<file path="src/rtl/imm_ext_pipe_pkg.sv">
// Shared CPU definitions for the immediate-extension pipeline: ImmSrc formats
// and skid-buffer occupancy states.
package imm_ext_pipe_pkg;

   localparam int unsigned IMM_SRC_W  = 3;
   localparam int unsigned BASE_IMM_W = 32;

   typedef enum logic [IMM_SRC_W-1:0] {
      IMM_I    = 3'b000,
      IMM_S    = 3'b001,
      IMM_B    = 3'b010,
      IMM_U    = 3'b011,
      IMM_J    = 3'b100,
      IMM_CSR  = 3'b101,
      IMM_RSV6 = 3'b110,
      IMM_RSV7 = 3'b111
   } imm_src_e;

   typedef enum logic [1:0] {
      ST_EMPTY = 2'd0,
      ST_ONE   = 2'd1,
      ST_FULL  = 2'd2
   } skid_state_e;

endpackage

</file>
<file path="src/rtl/imm_ext_pipe_decode.sv">
// Combinational RISC-V immediate extraction; sign-extends from Instr[31] to XLEN,
// zero-extends the CSR uimm, and flags reserved format selects.
module imm_decode
   import imm_ext_pipe_pkg::*;
#(
   parameter int unsigned XLEN = 32
) (
   input  logic [31:0]          instr_i,
   input  logic [IMM_SRC_W-1:0] imm_src_i,
   output logic [XLEN-1:0]      imm_c,
   output logic                 illegal_c
);

   logic [BASE_IMM_W-1:0] imm32_c;
   logic                  sign_c;
   imm_src_e              src_c;
   logic                  unused_c;

   assign sign_c   = instr_i[31];
   assign src_c    = imm_src_e'(imm_src_i);
   assign unused_c = ^instr_i[6:0];

   always_comb begin
      imm32_c   = '0;
      illegal_c = 1'b0;
      case (src_c)
         IMM_I:   imm32_c = {{20{sign_c}}, instr_i[31:20]};
         IMM_S:   imm32_c = {{20{sign_c}}, instr_i[31:25], instr_i[11:7]};
         IMM_B:   imm32_c = {{19{sign_c}}, instr_i[31], instr_i[7], instr_i[30:25],
                             instr_i[11:8], 1'b0};
         IMM_U:   imm32_c = {instr_i[31:12], 12'b0};
         IMM_J:   imm32_c = {{11{sign_c}}, instr_i[31], instr_i[19:12], instr_i[20],
                             instr_i[30:21], 1'b0};
         IMM_CSR: imm32_c = {27'b0, instr_i[19:15]};
         default: illegal_c = 1'b1;
      endcase
   end

   // Bit 31 of every 32-bit result already carries the right extension bit.
   if (XLEN > BASE_IMM_W) begin : g_wide
      assign imm_c = {{(XLEN-BASE_IMM_W){imm32_c[BASE_IMM_W-1]}}, imm32_c};
   end else begin : g_narrow
      assign imm_c = imm32_c[XLEN-1:0];
   end

endmodule

</file>
<file path="src/rtl/imm_ext_pipe.sv">
// Immediate-extension stage behind a 2-entry skid buffer (output + skid register);
// in_ready comes straight from a flop so the upstream path stays short.
module imm_ext_pipe
   import imm_ext_pipe_pkg::*;
#(
   parameter int unsigned XLEN              = 32,
   parameter int unsigned INSTRUCTION_WIDTH = 32,
   parameter int unsigned TAG_WIDTH         = 32
) (
   input  logic                         clk,
   input  logic                         rst_n,
   input  logic                         in_valid,
   output logic                         in_ready,
   input  logic [INSTRUCTION_WIDTH-1:0] Instr,
   input  logic [IMM_SRC_W-1:0]         ImmSrc,
   input  logic [TAG_WIDTH-1:0]         in_tag,
   input  logic                         flush,
   output logic                         out_valid,
   input  logic                         out_ready,
   output logic [XLEN-1:0]              ImmExt,
   output logic [TAG_WIDTH-1:0]         out_tag,
   output logic                         out_illegal
);

   skid_state_e          state_q, state_d;
   logic                 out_valid_q, out_valid_d;
   logic                 in_ready_q, in_ready_d;
   logic [XLEN-1:0]      out_imm_q, out_imm_d;
   logic [TAG_WIDTH-1:0] out_tag_q, out_tag_d;
   logic                 out_ill_q, out_ill_d;
   logic [XLEN-1:0]      skid_imm_q, skid_imm_d;
   logic [TAG_WIDTH-1:0] skid_tag_q, skid_tag_d;
   logic                 skid_ill_q, skid_ill_d;

   logic [XLEN-1:0]      dec_imm_c;
   logic                 dec_ill_c;
   logic                 accept_c;
   logic                 drain_c;

   imm_decode #(
      .XLEN (XLEN)
   ) u_imm_decode (
      .instr_i   (Instr[31:0]),
      .imm_src_i (ImmSrc),
      .imm_c     (dec_imm_c),
      .illegal_c (dec_ill_c)
   );

   assign accept_c = in_valid && in_ready_q;
   assign drain_c  = out_valid_q && out_ready;

   // Next-state and payload steering.
   always_comb begin
      state_d    = state_q;
      out_imm_d  = out_imm_q;
      out_tag_d  = out_tag_q;
      out_ill_d  = out_ill_q;
      skid_imm_d = skid_imm_q;
      skid_tag_d = skid_tag_q;
      skid_ill_d = skid_ill_q;

      if (flush) begin
         state_d = ST_EMPTY;
      end else begin
         case (state_q)
            ST_EMPTY: begin
               if (accept_c) begin
                  state_d   = ST_ONE;
                  out_imm_d = dec_imm_c;
                  out_tag_d = in_tag;
                  out_ill_d = dec_ill_c;
               end
            end
            ST_ONE: begin
               if (accept_c && drain_c) begin
                  out_imm_d = dec_imm_c;
                  out_tag_d = in_tag;
                  out_ill_d = dec_ill_c;
               end else if (accept_c) begin
                  state_d    = ST_FULL;
                  skid_imm_d = dec_imm_c;
                  skid_tag_d = in_tag;
                  skid_ill_d = dec_ill_c;
               end else if (drain_c) begin
                  state_d = ST_EMPTY;
               end
            end
            ST_FULL: begin
               // in_ready is low here, so only the skid entry can move.
               if (drain_c) begin
                  state_d   = ST_ONE;
                  out_imm_d = skid_imm_q;
                  out_tag_d = skid_tag_q;
                  out_ill_d = skid_ill_q;
               end
            end
            default: state_d = ST_EMPTY;
         endcase
      end

      out_valid_d = (state_d != ST_EMPTY);
      in_ready_d  = (state_d != ST_FULL);
   end

   always_ff @(posedge clk) begin
      if (!rst_n) begin
         state_q     <= ST_EMPTY;
         out_valid_q <= 1'b0;
         in_ready_q  <= 1'b1;
         out_imm_q   <= '0;
         out_tag_q   <= '0;
         out_ill_q   <= 1'b0;
         skid_imm_q  <= '0;
         skid_tag_q  <= '0;
         skid_ill_q  <= 1'b0;
      end else begin
         state_q     <= state_d;
         out_valid_q <= out_valid_d;
         in_ready_q  <= in_ready_d;
         out_imm_q   <= out_imm_d;
         out_tag_q   <= out_tag_d;
         out_ill_q   <= out_ill_d;
         skid_imm_q  <= skid_imm_d;
         skid_tag_q  <= skid_tag_d;
         skid_ill_q  <= skid_ill_d;
      end
   end

   assign in_ready    = in_ready_q;
   assign out_valid   = out_valid_q;
   assign ImmExt      = out_imm_q;
   assign out_tag     = out_tag_q;
   assign out_illegal = out_ill_q;

endmodule

</file>
<file path="config.mk">
export PLATFORM = sky130hd
export DESIGN_NAME = imm_ext_pipe
export DESIGN_NICKNAME = d
export VERILOG_FILES = /design/src/rtl/imm_ext_pipe_pkg.sv /design/src/rtl/imm_ext_pipe_decode.sv /design/src/rtl/imm_ext_pipe.sv
export SDC_FILE = /design/constraint.sdc
export NUM_CORES = 1
export LEC_CHECK = 0
export BUFFER_PORTS_ARGS = -buffer_cell sky130_fd_sc_hd__buf_2
export CAP_MARGIN = 5
export CORE_UTILIZATION = 55
export CTS_BUF_LIST = sky130_fd_sc_hd__clkbuf_2 sky130_fd_sc_hd__clkbuf_4 sky130_fd_sc_hd__clkbuf_8
export CTS_CLUSTER_SIZE = 28
export DETAILED_ROUTE_END_ITERATION = 10
export PLACE_DENSITY = 0.84
export SLEW_MARGIN = 20
export SYNTH_ARGS = -nofsm -noshare
export SYNTH_HDL_FRONTEND = slang
export SYNTH_SLANG_ARGS = --single-unit
</file>
<file path="constraint.sdc">
create_clock -name clk -period 1.8 [get_ports clk]
set_input_delay 0.09 -clock clk [delete_from_list [all_inputs] [get_ports clk]]
set_output_delay 0.09 -clock clk [all_outputs]
set_load 0.05 [all_outputs]
</file>
# [Yosys cells after proc, flatten, opt, wreduce, memory -nomap -nowiden]
# Index checks and enable logic that the tools add are counted.
[word_totals] ff_bits=134 in_bits=72 output_inout_bits=67 elab_cells=53
[classes] n_eq_ne=11 n_mux=21 bitwise_logic=2 reduce_logical=10
[ops] op="$mux 32" count=6
[ops] op="$pmux 32 s3" count=2
[ops] op="$pmux 32 s6" count=1
[ops] op="$mux 2" count=6
[ops] op="$ne 2x2->1 const B" count=4
[ops] op="$eq 3x2->1 const B" count=2
[ops] op="$eq 3x3->1 const B" count=2
[ops] op="$pmux 2 s3" count=1
[ops] op="$reduce_or 6->1" count=1
[ops] op="$reduce_and 5->1" count=1
[ops] op="$mux 1" count=4
[ops] op="$reduce_and 4->1" count=1
[ops] op="$eq 3x1->1 const B" count=1
[ops] op="$logic_and 1x1->1" count=3
[ops] op="$logic_not 3->1" count=1
[ops] op="$pmux 1 s3" count=1
[ops] op="$reduce_bool 3->1" count=1
[ops] op="$eq 2x1->1 const B" count=1
[ops] op="$eq 2x2->1 const B" count=1
[ops] op="$logic_not 2->1" count=1
[ops] op="$not 1->1" count=2
[ops] op="$reduce_bool 2->1" count=1

# [Longest topological paths before layout]
[logic_depth] word_depth=7 ltp_mapped=7 depth_no_buf=4

# [By module]
# A second synthesis with hierarchy kept.
[hier_totals] cells_unflattened=731 hier_area_um2=6944.2
[by_module_without_submodules] module="imm_ext_pipe" instances=1 cells_per_inst=633 area_per_inst_um2=6192.2
[by_module_without_submodules] module="imm_decode" instances=1 cells_per_inst=98 area_per_inst_um2=752.0

# [Worst setup path before layout]
# No wires, ideal clock.
[synth_path] kind="reg-to-reg" startpoint="register in_ready_q, in the netlist in_ready" endpoint="register skid_imm_q[20]" setup_time_ns=0.122 t_arrival_ns=1.695 setup_slack_ns=-0.017 stages_incl_launch_ff=7 path_buffers=2 path_cell_list="dfxtp_1 nand3b_4 or3_1 buf_6 a21oi_4 buf_6 a21oi_2"
[synth_via] elab_chain_len=4
[synth_lines] item="from (decl)" line="imm_ext_pipe.sv:27" rtl="logic in_ready_q, in_ready_d;"
[synth_lines] item="from (signal assigned)" line="imm_ext_pipe.sv:119" rtl="in_ready_q <= in_ready_d;"
[synth_lines] item="$logic_and 1x1->1 (*)" line="imm_ext_pipe.sv:49" rtl="assign accept_c = in_valid && in_ready_q;"
[synth_lines] item="$logic_and 1x1->1" line="imm_ext_pipe.sv:75" rtl="if (accept_c && drain_c) begin"
[synth_lines] item="$not 1->1 (no source line)"
[synth_lines] item="$reduce_and 4->1 (no source line) (*)"
[synth_lines] item="to (signal assigned)" line="imm_ext_pipe.sv:123" rtl="skid_imm_q <= skid_imm_d;"
[synth_lines] item="to (decl)" line="imm_ext_pipe.sv:31" rtl="logic [XLEN-1:0] skid_imm_q, skid_imm_d;"
# Every way passes the cells marked *; elsewhere a longest branch is shown, timed or not.
# A chain may end at the register's enable or synchronous reset.

# [Worst setup path after layout]
[layout_path] startpoint="register state_q[0]" endpoint="register out_tag_q[13], in the netlist out_tag[13]"
[layout_via] elab_chain_len=3
[layout_lines] item="from (decl)" line="imm_ext_pipe.sv:25" rtl="skid_state_e state_q, state_d;"
[layout_lines] item="from (signal assigned)" line="imm_ext_pipe.sv:117" rtl="state_q <= state_d;"
[layout_lines] item="$eq 2x1->1, or another cell as far along" line="imm_ext_pipe.sv:65" rtl="case (state_q)"
[layout_lines] item="$ne 2x2->1 (no source line) or $reduce_bool 3->1 (tied branches)"
[layout_lines] item="$reduce_and 5->1 (no source line)"
[layout_lines] item="to (signal assigned)" line="imm_ext_pipe.sv:121" rtl="out_tag_q <= out_tag_d;"
[layout_lines] item="to (decl)" line="imm_ext_pipe.sv:29" rtl="logic [TAG_WIDTH-1:0] out_tag_q, out_tag_d;"
# Several ways; a longest one is shown, not always the timed one.

==> impl_metrics.py <==
metrics = {
    "yosys": {
        "avgSynthCellArea_um2": 8.93,
        "synth_seq_cells": 134,
        "synthCells": 732,
        "async_flop_share_pct": 0,
        "yosysWarnings": 0,
        "synth_top_flop_cell": "dfxtp_1",
        "yosysUniqueCellTypes": 55,
        "synth_seq_area_share_pct": 41.0,
        "synth-edff-count": 0,
        "synth_nets": 804,
        "netlist_area_mm2": 0.00654,
    },
    "global_routing": {
        "grt_first_pass_wirelength_um": 26800,
        "grt_start_max_net_pins": 86,
        "grt_overflow": 0,
        "grt_usage_pct": 27.1,
        "grt_pass1_vias": 5511,
        "antenna_found_initial": 0,
    },
    "critical_path": {
        "r2r-start": "state_q[0]",
        "cp-start-kind": "register",
        "endpoint_kind": "register",
        "critPathKind": "reg -> reg",
        "reg2reg_depth": 6,
        "critPathLaunch": "state_q[0]",
        "worstPathRequired_ns": 2.15,
        "r2r_setup_slack_ns": 0.07,
        "worst_ep_arrival_time_ns": 2.08,
        "crit_fanout": 25,
    },
    "clock_tree": {
        "cts_tree": "done",
        "clk_pin_slew_ns": 0.08,
        "clock_latency_ns": 0.44,
        "cts_buffer_depth": 2,
        "root_buffer": "clkbuf_8",
        "htreeDepth": 4,
        "clock_sinks": 134,
        "numCtsBuffers": 17,
    },
    "route": {
        "drc": 22,
        "via_per_inst": 5.51,
        "vias": 5751,
        "wire_per_inst_um": 15.5,
        "drt-initial-drc-count": 505,
        "drt-total-wl_um": 16200,
        "ant_nets": 0,
        "drt_pass1_iterations": 8,
    },
    "min_path": {
        "hold_class": "in -> reg",
        "worst_hold_startpoint": "Instr[19]",
        "whs_path_depth": 3,
    },
    "die": {
        "core_area_mm2": 0.0115,
        "initial_core_util_pct": 56.8,
        "die-area_mm2": 0.0123,
        "die_w_um": 111,
        "core.rowCount": 39,
        "ios": 139,
        "dieHeight_um": 111,
    },
    "place": {
        "dp_hpwl_um": 10100,
        "portBuffers": 131,
        "gp_congestion": 0.802,
    },
    "timing": {
        "fmax_ghz": 0.579,
        "setup-violations-final": 0,
        "rsz0062_at_grt": "no",
        "max_slew.worst_pin.slew_ns": 0.757,
        "fin_worst_skew_ns": 0.00668,
        "slew_viol_final": 0,
        "tns_ns": 0,
        "fin_crit_ns": 1.73,
        "relSlewSlack_pct": 49.5,
        "finalCritPeriodShare_pct": 96.0,
        "hold_violations": 0,
    },
    "layout": {
        "num-nets-final": 959,
        "layout-drive-gt1-share_pct": 28.1,
        "utilization_pct": 70.7,
        "layout_common_cells": "nand2_1, dfxtp_1, buf_2, mux2i_1, dlygate4sd3_1",
        "mostFrequentLayoutCell": "nand2_1",
        "areaGrowthSynthToFinish_pct": 24.6,
        "antenna_cells": 0,
    },
    "power_and_ir_drop": {
        "ir_worst_vdd_v": 0.000546,
        "power_leakage_nw": 3.62,
        "powerDensity_mw_per_mm2": 826,
    },
    "outcome": {
        "status": "complete, but fails checks",
        "failed_checks": "DRC",
    },
    "flow_run": {
        "maxCapViolations": 0,
    },
}
[timing repair]
item / CTS / global route
endpoints found under the hold margin: 52 / 0
hold buffers: 45 / 0
endpoints found under the setup margin: 0 / 1
gates resized for setup: 0 / 2
buffers inserted: 0 / 0
[worst max-delay path: stages (launching register included)]
cell      delay [ns]
dfxtp_1         0.31
buf_4           0.15
nand2b_2        0.23
a21o_1          0.26
a21o_2          0.28
buf_12          0.19
mux2i_1         0.21
[state kept, by name, indices dropped and copies added, names as in the netlist]
register / flops
ImmExt: 32
state_q: 2
skid_imm_q: 32
out_valid: 1
skid_tag_q: 32
out_illegal: 1
out_tag: 32
skid_ill_q: 1
in_ready: 1
[cell usage after synthesis (all sizes together), types with 2 or more instances]
master | count | share of area, %
inv | 4 | 0.23
nand2b | 10 | 0.96
o21ai | 29 | 2.3
a21oi | 38 | 3.7
nor3b | 7 | 0.98
and3b | 2 | 0.27
nor3 | 7 | 0.69
nand3b | 3 | 0.54
dfxtp | 134 | 41
a221oi | 8 | 1.5
a21boi | 41 | 4.7
clkbuf | 28 | 1.6
nor4bb | 4 | 0.61
o21a | 17 | 2.0
o211a | 4 | 0.61
nor2 | 14 | 0.84
o311ai | 7 | 0.94
and2 | 13 | 1.2
a21o | 5 | 0.57
o221ai | 11 | 1.5
nor2b | 2 | 0.19
o31ai | 8 | 0.92
buf | 36 | 3.9
mux2i | 55 | 8.4
nand3 | 9 | 0.69
mux2 | 36 | 6.4
nand2 | 183 | 11
a311o | 4 | 0.61
[metrics by stage]
stage	hold slack (ns)	cells	setup slack, ns	area [um^2]	total power, mW
floorplan	0.224	732	0.0787	6540	3.97
global placement	0.339	966	0.131	7310	4.24
finish	0.0368	1043	0.0716	8150	6.73
detailed placement	0.345	966	0.101	7310	4.26
global route	0.0319	1043	0.00585	8150	7.00
CTS	0.0219	1043	0.0864	8140	6.75
[worst paths after layout]
kind	end
worst max-delay path	out_tag[13]
worst min-delay path	skid_imm_q[19]
worst max register to register	out_tag[13]
worst min register to register	skid_tag_q[11]
[kinds of logic (layout without fill, tap and decap cells)]
family / Yosys count / after routing / share of synthesized area, %
compound gates: 179 / 179 / 20.2
fa+ha+maj: 1 / 1 / 0.172
buf+inv: 68 / 236 / 5.70
flops: 134 / 134 / 41.0
mux: 91 / 91 / 14.9
simple gates: 259 / 259 / 18.0
[layout make-up]
class,count,area [um^2]
fill,884,3370
inverter,4,15.0
multi-input combinational,530,3500
timing repair buffer,200,1390
sequential,134,2680
tap,143,179
clock inverter,10,106
clock buffer,22,272
[layer usage]
metal	track usage, %	up-vias	routed length, um
li1	-	2868	-
met1	34.6	2659	7400
met2	43.9	184	7410
met3	5.58	40	950
met4	12.6	0	419
met5	0	-	0
[where the power goes]
| part | internal, mW | switching [mW] | total (mW) | leakage [nW] |
|---|---|---|---|---|
| registers | 3.07 | 0.0558 | 3.12 | 1.09 |
| logic | 0.443 | 0.722 | 1.17 | 2.33 |
| clock network | 1.29 | 1.15 | 2.44 | 0.201 |
| total | 4.80 | 1.93 | 6.73 | 3.62 |
No activity file was read; power rests on OpenSTA's default activity.
